===== src/rtl/ibex_hpm_counter_bank_pkg.sv =====
// Shared constants for the HPM counter bank: CSR address map and implemented-counter mask.
package ibex_hpm_counter_bank_pkg;

  localparam int unsigned HPM_MAX_COUNTERS     = 29;
  localparam logic [11:0] CSR_OFF_MHPMEVENT    = 12'h323;
  localparam logic [11:0] CSR_OFF_MCOUNTER     = 12'hB00;
  localparam logic [11:0] CSR_OFF_MCOUNTERH    = 12'hB80;
  localparam int unsigned CSR_MHPMEVENT_OF_BIT = 31;

  typedef enum logic [11:0] {
    CSR_MCOUNTINHIBIT = 12'h320,
    CSR_MCYCLE        = 12'hB00,
    CSR_MINSTRET      = 12'hB02,
    CSR_MCYCLEH       = 12'hB80,
    CSR_MINSTRETH     = 12'hB82
  } csr_num_e;

  // Bit N set when counter N exists: mcycle, minstret and mhpmcounter3..3+num_counters-1.
  function automatic logic [31:0] hpm_impl_mask(int unsigned num_counters);
    logic [31:0] mask;
    mask = 32'h0000_0005;
    for (int unsigned i = 0; i < HPM_MAX_COUNTERS; i++) begin
      if (i < num_counters) mask[5'(i + 3)] = 1'b1;
    end
    return mask;
  endfunction

endpackage


===== src/rtl/ibex_hpm_counter.sv =====
// One counter of configurable width presented as a 64-bit CSR pair.
// A write to either half overrides a same-cycle increment; the other half is preserved.
module ibex_hpm_counter #(
  parameter int unsigned Width = 64
) (
  input  logic        clk_i,
  input  logic        rst_i,
  input  logic        inc_i,
  input  logic        we_lo_i,
  input  logic        we_hi_i,
  input  logic [31:0] wdata_i,
  output logic [63:0] value_o,
  output logic        wrap_c
);

  logic [Width-1:0] r_count;
  logic [63:0]      w_full;
  logic [63:0]      w_wr_val;

  assign w_full   = 64'(r_count);
  assign w_wr_val = we_lo_i ? {w_full[63:32], wdata_i} : {wdata_i, w_full[31:0]};

  always_ff @(posedge clk_i) begin
    if (rst_i) begin
      r_count <= '0;
    end else if (we_lo_i || we_hi_i) begin
      r_count <= Width'(w_wr_val);
    end else if (inc_i) begin
      r_count <= r_count + Width'(1);
    end
  end

  assign value_o = w_full;
  assign wrap_c  = inc_i && !we_lo_i && !we_hi_i && (&r_count);

endmodule


===== src/rtl/ibex_hpm_counter_bank.sv =====
// Machine counter bank: mcycle, minstret, mhpmcounterN with mhpmevent masks and mcountinhibit.
// Per-counter overflow flags and ovf_irq_o are built only when IBEX_HPM_OVF_IRQ_EN is defined.
module ibex_hpm_counter_bank
  import ibex_hpm_counter_bank_pkg::*;
#(
  parameter int unsigned NumCounters  = 10,
  parameter int unsigned CounterWidth = 40,
  parameter int unsigned NumEvents    = 16
) (
  input  logic                 clk_i,
  input  logic                 rst_i,
  input  logic [11:0]          csr_addr_i,
  input  logic                 csr_we_i,
  input  logic [31:0]          csr_wdata_i,
  output logic [31:0]          csr_rdata_o,
  output logic                 csr_hit_o,
  input  logic                 instr_ret_i,
  input  logic [NumEvents-1:0] event_i,
  input  logic                 debug_stopcount_i,
  output logic                 ovf_irq_o
);

  localparam logic [31:0] ImplMask   = hpm_impl_mask(NumCounters);
  localparam logic [31:0] InhibitRst = ImplMask & 32'hFFFF_FFF8;

  logic [4:0]  w_idx;
  logic        w_sel_inh;
  logic        w_sel_evt;
  logic        w_sel_lo;
  logic        w_sel_hi;
  logic [31:0] r_inhibit;
  logic [63:0] w_val    [32];
  logic [31:0] w_evt_rd [32];
  logic [31:0] w_wrap;
  logic [31:0] w_of;
  logic        w_unused_wrap;

  // Address decode; the time CSRs (index 1) are deliberately not claimed.
  assign w_idx     = csr_addr_i[4:0];
  assign w_sel_inh = (csr_addr_i == CSR_MCOUNTINHIBIT);
  assign w_sel_evt = (csr_addr_i[11:5] == CSR_OFF_MHPMEVENT[11:5]) &&
                     (w_idx >= CSR_OFF_MHPMEVENT[4:0]);
  assign w_sel_lo  = (csr_addr_i[11:5] == CSR_OFF_MCOUNTER[11:5]) && (w_idx != 5'd1);
  assign w_sel_hi  = (csr_addr_i[11:5] == CSR_OFF_MCOUNTERH[11:5]) && (w_idx != 5'd1);
  assign csr_hit_o = w_sel_inh || w_sel_evt || w_sel_lo || w_sel_hi;

  always_ff @(posedge clk_i) begin
    if (rst_i) begin
      r_inhibit <= InhibitRst;
    end else if (csr_we_i && w_sel_inh) begin
      r_inhibit <= csr_wdata_i & ImplMask;
    end
  end

  for (genvar n = 0; n < 32; n++) begin : g_ctr
    if (n == 0 || n == 2 || (n >= 3 && n < 3 + NumCounters)) begin : g_impl
      localparam int unsigned W = (n < 3) ? 64 : CounterWidth;
      logic w_src;
      logic w_inc;
      logic w_we_lo;
      logic w_we_hi;

      if (n == 0) begin : g_src_cycle
        assign w_src       = 1'b1;
        assign w_evt_rd[n] = '0;
        assign w_of[n]     = 1'b0;
      end else if (n == 2) begin : g_src_instret
        assign w_src       = instr_ret_i;
        assign w_evt_rd[n] = '0;
        assign w_of[n]     = 1'b0;
      end else begin : g_hpm
        logic [NumEvents-1:0] r_mask;
        logic [31:0]          w_rd;
        logic                 w_we_evt;

        assign w_we_evt = csr_we_i && w_sel_evt && (w_idx == 5'(n));

        always_ff @(posedge clk_i) begin
          if (rst_i) begin
            r_mask <= '0;
          end else if (w_we_evt) begin
            r_mask <= csr_wdata_i[NumEvents-1:0];
          end
        end

        assign w_src = |(event_i & r_mask);

`ifdef IBEX_HPM_OVF_IRQ_EN
        // Sticky overflow flag; a wrap beats a same-cycle clearing write.
        logic r_of;
        always_ff @(posedge clk_i) begin
          if (rst_i) begin
            r_of <= 1'b0;
          end else if (w_wrap[n]) begin
            r_of <= 1'b1;
          end else if (w_we_evt && !csr_wdata_i[CSR_MHPMEVENT_OF_BIT]) begin
            r_of <= 1'b0;
          end
        end
        assign w_of[n] = r_of;
`else
        assign w_of[n] = 1'b0;
`endif

        always_comb begin
          w_rd                       = '0;
          w_rd[NumEvents-1:0]        = r_mask;
          w_rd[CSR_MHPMEVENT_OF_BIT] = w_of[n];
        end
        assign w_evt_rd[n] = w_rd;
      end

      assign w_inc   = w_src && !r_inhibit[n] && !debug_stopcount_i;
      assign w_we_lo = csr_we_i && w_sel_lo && (w_idx == 5'(n));
      assign w_we_hi = csr_we_i && w_sel_hi && (w_idx == 5'(n));

      ibex_hpm_counter #(
        .Width (W)
      ) u_counter (
        .clk_i   (clk_i),
        .rst_i   (rst_i),
        .inc_i   (w_inc),
        .we_lo_i (w_we_lo),
        .we_hi_i (w_we_hi),
        .wdata_i (csr_wdata_i),
        .value_o (w_val[n]),
        .wrap_c  (w_wrap[n])
      );
    end else begin : g_none
      assign w_val[n]    = '0;
      assign w_evt_rd[n] = '0;
      assign w_wrap[n]   = 1'b0;
      assign w_of[n]     = 1'b0;
    end
  end

  assign w_unused_wrap = |w_wrap;

  always_comb begin
    csr_rdata_o = '0;
    if (w_sel_inh) begin
      csr_rdata_o = r_inhibit;
    end else if (w_sel_evt) begin
      csr_rdata_o = w_evt_rd[w_idx];
    end else if (w_sel_lo) begin
      csr_rdata_o = w_val[w_idx][31:0];
    end else if (w_sel_hi) begin
      csr_rdata_o = w_val[w_idx][63:32];
    end
  end

`ifdef IBEX_HPM_OVF_IRQ_EN
  logic r_ovf_irq;
  always_ff @(posedge clk_i) begin
    if (rst_i) begin
      r_ovf_irq <= 1'b0;
    end else begin
      r_ovf_irq <= |w_of;
    end
  end
  assign ovf_irq_o = r_ovf_irq;
`else
  assign ovf_irq_o = 1'b0;
`endif

endmodule

===== config.mk =====
export PLATFORM = sky130hd
export DESIGN_NAME = ibex_hpm_counter_bank
export DESIGN_NICKNAME = d
export VERILOG_FILES = /design/src/rtl/ibex_hpm_counter_bank_pkg.sv /design/src/rtl/ibex_hpm_counter.sv /design/src/rtl/ibex_hpm_counter_bank.sv
export SDC_FILE = /design/constraint.sdc
export NUM_CORES = 2
export LEC_CHECK = 0
export BUFFER_PORTS_ARGS = -buffer_cell sky130_fd_sc_hd__buf_2
export CAP_MARGIN = 20
export CORE_MARGIN = 4
export CORE_UTILIZATION = 32
export DETAILED_ROUTE_END_ITERATION = 16
export SYNTH_ARGS = -nofsm -noshare
export SYNTH_HDL_FRONTEND = slang
export SYNTH_SLANG_ARGS = --single-unit

===== constraint.sdc =====
create_clock -name clk_i -period 3 [get_ports clk_i]
set_input_delay 0.15 -clock clk_i [delete_from_list [all_inputs] [get_ports clk_i]]
set_output_delay 0.15 -clock clk_i [all_outputs]
set_load 0.005 [all_outputs]

==> impl_metrics.yaml <==
sta:
  finalHoldViolations: 0
  max_freq_mhz: 330
  rsz0062_at_grt: "true"
  hold_slack_ns: 0.0399
  min_period_ns: 3.03
  fin_ws_ns: -0.0348
  fin_crit_sh_pct: 101
  tightest_slew_ns: 1.17
  slew_violations: 0
  setup_viol_count_final: 4
  fin_skew_ns: 0.0423
  slew_headroom_pct: 21.9
synthesis:
  synth_edf_count: 0
  synth_cell_types: 101
  ys_async_sr_fraction_pct: 0
  synthTopCellsByArea: "dfxtp_1, nand2_1, mux4_2"
  syn_nets: 5897
  synth_ff_type: "dfxtp_1"
  postSynthAreaPerCell_um2: 7.80
  ys_seq_elements: 700
  syn_inst: 5820
  synth_common_cells: "nand2_1, dfxtp_1, a21oi_1"
  ys_seq_area_share_pct: 30.9
  syn_area_um2: 45400
  synth_top_area_share_pct: 30.9
  synth_top_area_cell: "dfxtp_1"
  synth_most_common_cell: "nand2_1"
  yosys_warnings: 0
setup_path:
  r2r-end: "g_ctr[6].g_impl.u_counter.r_count[29]"
  crit_type: "flop to output pin"
  reg2regPathDepth: 6
  critPathArrivalTime_ns: 2.88
  start_kind: "flop"
  end_kind: "output pin"
  regToRegStartpoint: "g_ctr[6].g_impl.u_counter.r_count[19]"
  crit_fanout: 10
  r2r_setup_slack_ns: 0.12
  required_ns: 2.85
run_status:
  status: "finished with violations"
  violations: "negative setup slack"
drt:
  via_per_inst: 6.76
  vias: 53500
  first_iter_violations: 8702
  drc_errors: 0
  routed_wl_mm: 249
  wl_per_cell_um: 31.4
  ant_nets: 0
  drt-pass1-iter-count: 8
place:
  dp_slack_ns: -0.0835
  placed_cell_area_um2: 50500
  place_inst: 7752
  globalplace.congestion: 1.07
  io_buffers: 97
  dpl.hpwl_mm: 180
floorplanning:
  start_util_pct: 32.4
  die_w_um: 385
  row_count: 137
  die-area_um2: 148000
  ioPinCount: 99
  fp.dieH_um: 385
  coreArea_um2: 140000
grt:
  grtUsageMet1_pct: 44.0
  grt_usage_pct: 32.2
  grt_pass1_vias: 47300
  grt_pass1_wl_mm: 353
  grt_overflow: 0
  antenna_found_initial: 23
  grt_use_met3_pct: 9.25
  grt_max_degree: 125
  grt-busiest-layer: "met2"
  met2_usage_pct: 45.3
finish:
  nNetsFinal: 6049
  fin_cells: 7918
  area_growth_pct: 19.2
  final_layout_size_suffix_gt1_share_pct: 18.6
  fin_area_um2: 54100
hold_path:
  min_from: "csr_wdata_i[12]"
  hold_depth: 3
  hp-class: "input port to flop"
  whs_endpoint: "g_ctr[11].g_impl.g_hpm.r_mask[12]"
clocking:
  root_buffer: "clkbuf_16"
  cts_tree: "yes"
  clkSinkCount: 700
  cts_max_level: 3
  clock_path_buffers: 3
  clkSlewWorstSetupHoldPaths_ns: 0.06
  clock_latency_ns: 0.71
  numCtsBuffers: 85
power_and_ir_drop:
  p_per_area_nw_per_um2: 410
  leakage_nw: 16.8
  peakVddDrop_mv: 0.416
run:
  maxCapViolCount: 0
flip-flops by register name, summed over array words and instances (netlist names):
signal / flops
g_ctr.g_impl.u_counter.r_count: 400
g_ctr.g_impl.g_hpm.r_mask: 160
g_ctr.g_impl.u_counter.value_o: 128
r_inhibit: 12
worst max path at each step:
| stage | end | from | slack, ns | cells past startpoint |
|---|---|---|---|---|
| after floorplan | csr_rdata_o[18] | csr_addr_i[0] | 0.61 | 10 |
| after global placement | csr_rdata_o[15] | csr_addr_i[1] | -0.07 | 11 |
| after detailed placement | csr_rdata_o[15] | csr_addr_i[1] | -0.08 | 11 |
| after CTS | csr_rdata_o[15] | g_ctr[9].g_impl.u_counter.r_count[15] | -0.04 | 8 |
| after global routing | csr_rdata_o[11] | g_ctr[11].g_impl.u_counter.r_count[11] | -0.005 | 8 |
| final | csr_rdata_o[2] | g_ctr[9].g_impl.u_counter.r_count[34] | -0.03 | 5 |
cell usage in the layout (no fill, tap or decap), drive strengths merged, types with 110 or more instances in the layout:
cell,Yosys,layout
mux4,110,110
nor3,180,180
dfxtp,700,700
nor2,402,402
clkbuf,387,121
nor4,137,137
nand4,172,172
a22oi,165,165
buf,130,574
a31oi,217,217
a21oi,468,468
nand2,769,769
mux2i,135,135
o21ai,220,220
nand3,266,266
routing by layer:
metal	wire, um	share of wire (%)
met1	98200	39
met2	100000	40
met3	34000	14
met4	16500	6.6
met5	112	0.045
per-stage QoR:
stage / power [mW] / setup TNS, ns / util, %
2_1_floorplan: 10.3 / 0 / -
3_3_place_gp: 11.2 / -0.125 / 36.0
3_5_place_dp: 11.2 / -0.160 / 36.0
4_1_cts: 22.1 / -0.0551 / 38.4
5_1_grt: 22.6 / -0.00553 / 38.6
6_report: 22.2 / -0.112 / 38.6
power by group:
part	internal [mW]	total [mW]	switching [mW]	leakage (nW)
logic	0.444	1.82	1.37	9.72
clock network	6.41	11.0	4.62	1.39
registers	9.31	9.34	0.0329	5.66
total	16.2	22.2	6.02	16.8
layout make-up:
type / count / area [um2]
diodes: 8 / 20.0
clock buffers: 121 / 2470
clock inverters: 28 / 367
fillers: 14500 / 86100
inverters: 105 / 397
multi-input cells: 4498 / 29700
flip-flops and latches: 700 / 14100
well taps: 1876 / 2350
repair buffers: 582 / 4740
worst max-delay path, cell delays in order (launching register included):
cell	delay [ns]
dfxtp_1	0.41
mux4_2	0.54
a22oi_1	0.41
a21oi_1	0.23
a221o_1	0.44
buf_2	0.16
cells by family after synthesis:
logic type               count (synthesis)  synth area share (%)
XOR/XNOR                                23                 0.444
AO/OA/AOI/OAI                         1725                  25.4
AND/OR/NAND/NOR                       2440                  27.6
buffers and inverters                  622                  5.60
other                                    1               0.00826
adder cells (fa/ha/maj)                 12                 0.331
multiplexers                           297                  9.72
flip-flops                             700                  30.9
timing repair:
item	CTS	global route
hold buffers	8	0
setup buffers	1	1
endpoints found under the setup margin	25	23
pin swaps	9	10
hold endpoints to repair	69	0
gates cloned	0	0
gates resized for setup	102	43
Note: power is estimated with default switching activity, not from simulation.
